[config.mk]
export PLATFORM = sky130hd
export DESIGN_NAME = pc_seq
export DESIGN_NICKNAME = d
export VERILOG_FILES = /design/src/rtl/pc_seq_pkg.sv /design/src/rtl/pc_seq_ret_stack.sv /design/src/rtl/pc_seq.sv
export SDC_FILE = /design/constraint.sdc
export NUM_CORES = 1
export LEC_CHECK = 0
export ABC_CLOCK_PERIOD_IN_PS = 1300
export CAP_MARGIN = 20
export CORE_UTILIZATION = 17
export DETAILED_ROUTE_END_ITERATION = 10
export GPL_ROUTABILITY_DRIVEN = 1
export PLACE_DENSITY = 0.8
export SYNTH_ARGS = -nofsm -noshare
export SYNTH_HDL_FRONTEND = slang
export SYNTH_HIERARCHICAL = 1
export SYNTH_SLANG_ARGS = --single-unit
[constraint.sdc]
create_clock -name clk -period 1.3 [get_ports clk]
set_input_delay 0.26 -clock clk [delete_from_list [all_inputs] [get_ports clk]]
set_output_delay 0.26 -clock clk [all_outputs]
set_load 0.02 [all_outputs]
[src/rtl/pc_seq_pkg.sv]
// Shared types for the PC sequencer: FSM state encoding, branch-kind codes and
// the default return-stack depth.
package pc_seq_pkg;

  typedef enum logic [1:0] {
    ST_IDLE   = 2'd0,
    ST_FETCH  = 2'd1,
    ST_UPDATE = 2'd2,
    ST_HALT   = 2'd3
  } state_t;

  localparam logic [1:0] BR_JUMP = 2'b00;
  localparam logic [1:0] BR_CALL = 2'b01;
  localparam logic [1:0] BR_RET  = 2'b10;

  localparam int STACK_DEPTH_DEF = 4;

endpackage

[src/rtl/pc_seq_ret_stack.sv]
// Return-address LIFO for pc_seq. Built only when PC_SEQ_RET_STACK_EN is defined;
// the caller guards push-when-full and pop-when-empty.
`ifdef PC_SEQ_RET_STACK_EN
module ret_stack #(
  parameter int DEPTH = 4
) (
  input  logic        clk,
  input  logic        reset,
  input  logic        push,
  input  logic        pop,
  input  logic [15:0] push_data,
  output logic [15:0] pop_data,
  output logic        full,
  output logic        empty
);

  localparam int CW = $clog2(DEPTH + 1);

  logic [15:0]   mem_q [DEPTH];
  logic [CW-1:0] cnt_q;

  assign full     = (cnt_q == CW'(DEPTH));
  assign empty    = (cnt_q == '0);
  assign pop_data = empty ? 16'h0000 : mem_q[cnt_q - CW'(1)];

  always_ff @(posedge clk) begin
    if (reset) begin
      cnt_q <= '0;
    end else if (push && !full) begin
      mem_q[cnt_q] <= push_data;
      cnt_q        <= cnt_q + CW'(1);
    end else if (pop && !empty) begin
      cnt_q <= cnt_q - CW'(1);
    end
  end

endmodule
`endif

[src/rtl/pc_seq.sv]
// PC sequencer: fetches at the current pc, then issues one PC update pulse per fetch.
// Optional return stack for call/ret is enabled by the macro PC_SEQ_RET_STACK_EN.
module pc_seq
  import pc_seq_pkg::*;
#(
  parameter int STACK_DEPTH = STACK_DEPTH_DEF
) (
  input  logic        clk,
  input  logic        reset,
  input  logic        run,
  input  logic        halt,
  input  logic [15:0] pc,
  output logic [15:0] mem_addr,
  output logic        mem_req,
  input  logic        mem_ack,
  input  logic        br_valid,
  output logic        br_ready,
  input  logic        br_dir,
  input  logic [1:0]  br_kind,
  input  logic [15:0] br_off,
  output logic        pc_inc,
  output logic        pc_add,
  output logic        pc_sub,
  output logic [15:0] pc_offset,
  output logic        busy,
  output logic        stack_err,
  output state_t      state_dbg
);

  // Branch handshake: br_ready is high only in UPDATE, and a branch is consumed
  // exactly when br_valid && br_ready in that single cycle.
  state_t state_q;
  logic   push, pop, err_set;

  always_ff @(posedge clk) begin
    if (reset) begin
      state_q <= ST_IDLE;
    end else begin
      case (state_q)
        ST_IDLE:   if (run && !halt) state_q <= ST_FETCH;
        ST_FETCH:  if (mem_ack) state_q <= ST_UPDATE;
        ST_UPDATE: begin
          if (halt)     state_q <= ST_HALT;
          else if (run) state_q <= ST_FETCH;
          else          state_q <= ST_IDLE;
        end
        default:   state_q <= ST_HALT;
      endcase
    end
  end

  assign state_dbg = state_q;
  assign busy      = (state_q != ST_IDLE);
  assign mem_req   = (state_q == ST_FETCH);
  assign mem_addr  = (state_q == ST_FETCH) ? pc : 16'h0000;
  assign br_ready  = (state_q == ST_UPDATE);

`ifdef PC_SEQ_RET_STACK_EN
  logic        stk_full, stk_empty, stack_err_q;
  logic [15:0] stk_top;

  ret_stack #(.DEPTH(STACK_DEPTH)) u_ret_stack (
    .clk       (clk),
    .reset     (reset),
    .push      (push),
    .pop       (pop),
    .push_data (pc + 16'd1),
    .pop_data  (stk_top),
    .full      (stk_full),
    .empty     (stk_empty)
  );

  always_ff @(posedge clk) begin
    if (reset)        stack_err_q <= 1'b0;
    else if (err_set) stack_err_q <= 1'b1;
  end

  assign stack_err = stack_err_q;
`else
  logic unused_cfg;
  assign unused_cfg = ^{br_kind, push, pop, err_set, STACK_DEPTH[0]};
  assign stack_err  = 1'b0;
`endif

  always_comb begin
    pc_inc    = 1'b0;
    pc_add    = 1'b0;
    pc_sub    = 1'b0;
    pc_offset = 16'h0000;
    push      = 1'b0;
    pop       = 1'b0;
    err_set   = 1'b0;
    if (state_q == ST_UPDATE) begin
      if (!br_valid) begin
        pc_inc = 1'b1;
      end
`ifdef PC_SEQ_RET_STACK_EN
      else if (br_kind == BR_RET) begin
        // Return is expressed as a forward add of the wrapped distance to the target.
        if (stk_empty) begin
          pc_inc  = 1'b1;
          err_set = 1'b1;
        end else begin
          pop       = 1'b1;
          pc_add    = 1'b1;
          pc_offset = stk_top - pc;
        end
      end
`endif
      else begin
`ifdef PC_SEQ_RET_STACK_EN
        if (br_kind == BR_CALL) begin
          if (stk_full) err_set = 1'b1;
          else          push    = 1'b1;
        end
`endif
        if (br_dir) pc_sub = 1'b1;
        else        pc_add = 1'b1;
        pc_offset = br_off;
      end
    end
  end

endmodule

==> results.md, run 1 <==
- Status: complete, but fails checks
- Failing checks: setup timing
- Worst path slowest cell: dfxtp_4
- Final cycle utilization of the critical path: 110%
- Pleak: 0.653 nW
- Gate Count Post-Synth: 52
- MaxCap Viol Count: 0
- Drt wl/cell: 14.0 um
- Starting DRT DRC Count: 2
- CTS Sinks: 2
- Initial antenna violation count: 0
- Drt drc: 0
- CTS clk-pin slew, worst paths: around 0.040 ns
- CP endpoint kind: output port
- Largest net degree at the start of global routing: 19
- Die X: 47.9 um
- Final hold violations: 0
- Max reg flops: 2
- Mapped Nets: 93
- Die height: 47.9 um
- Place WS: -0.792 ns
- CP required: 1.04 ns
- Total Routed Length: approximately 2300 um
- Total CTS buffers: 3
- Maximum VDD drop: 0.000405 V
- Cell Area, Synth: 358 um^2
- Clk_skew: 0.00919 ns
- Fmax: approximately 700 MHz
- RSZ-0062 raised after global routing: true
- Worst path cell trace: nor2b_4 > buf_12 > and2_2 > buf_6
- First-pass GRT wire length: 2820 um
- CTS tree: yes
- Final setup violation count: 36
- Routed via count: 686
- Critical Path Source Type: flip-flop
- Worst-Skew Late Latency: roughly 0.23 ns
- Post-synthesis sequential area ratio: 11.2%
- I/O Buffers: 78
- Share of cells above drive strength 1: 62.6%
- Worst path max stage delay: 0.36 ns
- Critical Path Fanout Max: 18
- Post-route setup TNS: -3.65 ns
- WP data arrival: 1.18 ns
- Number of global-route vias before repair: 620
- Die area: 0.00229 mm^2
- Vias per inst: 4.13
- Area growth syn-to-layout: 289%
- Gr ovfl total: 0
- CTS max path bufs: 2
- Tightest Hold Check Type: input port to flip-flop
- # IOs: 82
- Synthesis-stage register bit count: 2
- Avg Inst Size Synth: 6.88 um^2
- Routability congestion estimate: 0.578
- Yosys cell types: 16
- First-pass DRT Iterations: 2
- Htree depth: 1
- Rows: 16
- CTS Hold Bufs: 0
- Final min period: 1.44 ns
- GRT Util Overall: 17.9%
- Antenna cells: 0
- Root Buffer: clkbuf_4
- Power Dens Cells: 459 mW/mm^2
- Ys Warns: 6
- Final Slew Violations: 0
- Worst setup margin: -0.136 ns
- Antenna-violating nets left: 0
- Initial Util: between 10% and 20%
- Placeable Area: 0.00196 mm^2
- Nets: 181
- Hpwl dp: 1570 um
- CP Class: flip-flop to output port
## cells in the mapped netlist, drive strengths merged
master | count | area share, %
and2 | 33 | 58
buf | 4 | 8.0
nor2b | 4 | 7.7
dfxtp | 2 | 11
a21oi | 1 | 1.4
a221oi | 1 | 2.4
and3b | 1 | 2.4
conb | 1 | 1.0
inv | 1 | 1.0
mux2i | 1 | 2.8
nand2 | 1 | 1.0
o21ai | 1 | 1.4
or2 | 1 | 1.7
## kinds of logic (layout without fill, tap and decap cells)
kind of cell | Yosys count | count (layout) | share of synthesized area (%)
AND/OR/NAND/NOR | 40 | 43 | 70.6
buffers and inverters | 5 | 89 | 9.09
AO/OA/AOI/OAI | 3 | 3 | 5.24
flip-flops | 2 | 2 | 11.2
other | 1 | 1 | 1.05
multiplexers | 1 | 1 | 2.80
## metal layers
| layer | routed length, um | track usage (%) | up-vias |
|---|---|---|---|
| met2 | 1210 | 33.0 | 40 |
| met5 | 0 | 0 | - |
| met3 | 290 | 7.17 | 0 |
| met1 | 816 | 18.5 | 308 |
| li1 | - | - | 338 |
| met4 | 0 | 5.00 | 0 |
## power breakdown
group	leakage, nW	total (mW)	switching, mW	internal [mW]
Combinational	0.620	0.408	0.152	0.256
Clock	0.0150	0.156	0.0416	0.114
Sequential	0.0178	0.0747	0.00923	0.0655
## through the flow
| stage | std cells | hold slack [ns] | instance area (um^2) | utilization, % | power [mW] |
|---|---|---|---|---|---|
| after global placement | 158 | 0.600 | 1240 | 63.3 | 0.428 |
| final | 166 | 0.608 | 1390 | 71.0 | 0.639 |
| after CTS | 166 | 0.586 | 1380 | 70.2 | 0.641 |
| after detailed placement | 158 | 0.610 | 1240 | 63.3 | 0.432 |
| after global routing | 166 | 0.615 | 1390 | 71.0 | 0.680 |
| after floorplan | 52 | 0.322 | 397 | - | 0.202 |
## timing repair
| action | in CTS | in global routing |
|---|---|---|
| setup buffers | 3 | 0 |
| setup endpoints to repair | 40 | 39 |
| cloned | 3 | 0 |
| pin swaps | 22 | 3 |
| gates resized for setup | 258 | 9 |
## cell usage in the layout, fill, tap and decap left out
cell type        netlist  layout
or2_2                  1       1
clkbuf_1               0       1
clkbuf_4               0       3
clkdlybuf4s50_1        0      37
buf_4                  1       6
a221oi_1               1       1
nand2_1                1       1
nor2b_4                0       4
clkdlybuf4s15_2        0       1
o21ai_0                1       1
and3b_2                0       4
a21oi_1                1       1
conb_1                 1       1
clkbuf_2               0       1
buf_6                  1      36
buf_12                 0       1
and2_2                 0       1
buf_2                  2       1
inv_1                  1       1
and2_1                33       6
mux2i_1                1       1
dlygate4sd2_1          0       1
dfxtp_4                0       2
and2_4                 0      26
## critical path, delay by kind of cell, from the launching register on
kind	cells	cell delay, ns
simple gates	2	0.32
flops	1	0.36
buf+inv	2	0.27
## cell type report
type                       count  area [um^2]
timing repair buffer          84          871
fill                         154          569
multi-input combinational     48          410
sequential                     2         47.5
tap                           27         33.8
clock buffer                   4         26.3
inverter                       1         3.75
## final timing paths
kind	startpoint	end	slack (ns)	cells past startpoint
worst max-delay path	state_dbg[0]	mem_addr[14]	-0.14	4
worst min-delay path	reset	state_dbg[1]	0.61	2
worst max register to register	state_dbg[0]	state_dbg[0]	0.14	4
worst min register to register	state_dbg[0]	state_dbg[0]	0.66	3
No activity file was read; power rests on OpenSTA's default activity.
==> run 2, diff against run 1 <==
--- a/config.mk
+++ b/config.mk
@@ -7,10 +7,13 @@
 export LEC_CHECK = 0
 export ABC_CLOCK_PERIOD_IN_PS = 1300
 export CAP_MARGIN = 20
-export CORE_UTILIZATION = 17
+export CELL_PAD_IN_SITES_DETAIL_PLACEMENT = 1
+export CELL_PAD_IN_SITES_GLOBAL_PLACEMENT = 1
+export CORE_UTILIZATION = 10
 export DETAILED_ROUTE_END_ITERATION = 10
 export GPL_ROUTABILITY_DRIVEN = 1
-export PLACE_DENSITY = 0.8
+export PLACE_DENSITY_LB_ADDON = 0.1
+export SKIP_LAST_GASP = 1
 export SYNTH_ARGS = -nofsm -noshare
 export SYNTH_HDL_FRONTEND = slang
 export SYNTH_HIERARCHICAL = 1
==> run 2 against run 1 <==
Core utilization decreased by 28 points. Highest routed layer unchanged. Largest cell class unchanged. First-iteration DRC count grew to 3.0 times the previous value. Sequential power shrank 6.0%. Sequential cell count unchanged. The flow still finishes with violations (setup timing). Setup slack worse by 0.034 ns.
==> results.md, run 2 (synthesis gave the netlist of run 1 again) <==
- First-pass GRT wire length: 3040 um
- Failing checks: setup timing
- Maximum VDD drop: 0.000220 V
- Final cycle utilization of the critical path: 113%
- Pleak: around 0.68 nW
- CTS max path bufs: 2
- Hold Crit Depth: 2
- RSZ-0062 raised after global routing: true
- Final setup violation count: 36
- Vias per inst: 3.68
- Die X: 61.8 um
- # IOs: just over 80
- Placeable Area: 0.00339 mm^2
- Fmax: 680 MHz
- Antenna cells: 0
- Final instance area: 0.00147 mm^2
- Max reg flops: 2
- CTS Sinks: 2
- Starting DRT DRC Count: 6
- Pwr Total: 0.658 mW
- Register area: 47.5 um^2
- Routability congestion estimate: 0.642
- Crit-path leading delay family: simple AND/OR/NAND/NOR gates
- Dpl cell area: 0.00127 mm^2
- R2R cell count: 4
- MaxCap Viol Count: 0
- Initial antenna violation count: 0
- Commonest non-fill, non-tap cell in the layout: buf_6
- Fill count: 392
- CP most frequent cell: buf_6
- Clk_skew: 0.00406 ns
- Commonest cells after routing, fill and taps aside: 44 x buf_6, 37 x clkdlybuf4s50_1, 33 x and2_4
- CP required: 1.04 ns
- I/O Buffers: 78
- Die area: roughly 0.0038 mm^2
- First-pass DRT Iterations: 4
- Final min period: 1.47 ns
- Largest net degree at the start of global routing: 9
- Worst path slowest cell: dfxtp_4
- Routed via count: 691
- Root Buffer: clkbuf_4
- Htree depth: 1
- Final hold violations: 0
- Critical Path Fanout Max: 7
- Smallest hold slack: around 0.61 ns
- Worst setup margin: -0.170 ns
- Final Slew Violations: 0
- Number of global-route vias before repair: 716
- Status: complete, but fails checks
- Total Routed Length: 2010 um
- Number of cells on the critical path: 4
- Post-route setup TNS: -4.40 ns
- Buf/Inv on CP: 2
- Share of cells above drive strength 1: just under 70%
- CTS tree: yes
- Antenna-violating nets left: 0
- CP endpoint kind: output port
- Total CTS buffers: 3
- Initial Util: 10.6%
- CP Class: flip-flop to output port
- Area occupied by multi-input gates: 397 um^2
- Nets: around 180
- Place WS: -0.776 ns
- GRT Util Overall: around a tenth
- Worst path cell trace: and3b_2 > buf_6 > and2_4 > buf_6
- Worst path max stage delay: 0.34 ns
- Gr ovfl total: 0
- CTS clk-pin slew, worst paths: 0.04 ns
- WP data arrival: 1.21 ns
- Drt drc: 0
- Worst-Skew Late Latency: 0.23 ns
- Rows: 21
- Drt wl/cell: 10.7 um
- CTS Hold Bufs: 0
- Die height: 61.8 um
- Hpwl dp: 1630 um
- Critical Path Source Type: flip-flop
- Tightest Hold Check Type: input port to flip-flop
- Area growth syn-to-layout: 309%
- Power Dens Cells: roughly 450 mW/mm^2
-- run 2: repair_timing --
item / CTS / global route
gates resized for setup: 265 / 15
pin swaps: 28 / 6
setup endpoints to repair: 40 / 39
buffers inserted: 1 / 1
cloned: 1 / 0
-- run 2: worst register-to-register path, cell delays in order, from the launching register on --
cell and delay, ns:
dfxtp_4 0.34, nor2b_4 0.13, buf_6 0.13, buf_4 0.13
a221oi_1 0.26
-- run 2: area by class of cell --
class | instances | area share (%)
multi-input cells | 45 | 27.1
well taps | 46 | 3.93
inverters | 1 | 0.256
flip-flops and latches | 2 | 3.25
repair buffers | 90 | 63.7
clock buffers | 4 | 1.79
-- run 2: power breakdown --
part           total, mW  internal, mW  leakage [nW]  switching [mW]
clock network      0.157         0.115        0.0150          0.0426
registers         0.0702        0.0653        0.0178         0.00494
logic              0.431         0.275         0.647           0.156
total              0.658         0.455         0.679           0.203
-- run 2: per-layer routing --
layer	global-route usage (%)	vias up	wire, um
li1	-	337	-
met1	10.8	311	704
met2	20.3	43	1080
met3	3.31	0	229
met4	3.81	0	0
met5	0	-	0
-- run 2: path summary, 6_finish.rpt --
| check | from | to | slack [ns] |
|---|---|---|---|
| setup reg to reg | state_dbg[0] | state_dbg[0] | 0.21 |
| hold reg to reg | state_dbg[1] | state_dbg[1] | 0.65 |
| hold / removal | reset | state_dbg[1] | 0.61 |
| setup / recovery | state_dbg[0] | pc_offset[11] | -0.17 |
-- run 2: through the flow --
stage | util (%) | cells
after floorplan | - | 52
after global placement | 37.5 | 181
after detailed placement | 37.5 | 181
after CTS | 42.1 | 187
after global routing | 43.2 | 188
final | 43.2 | 188
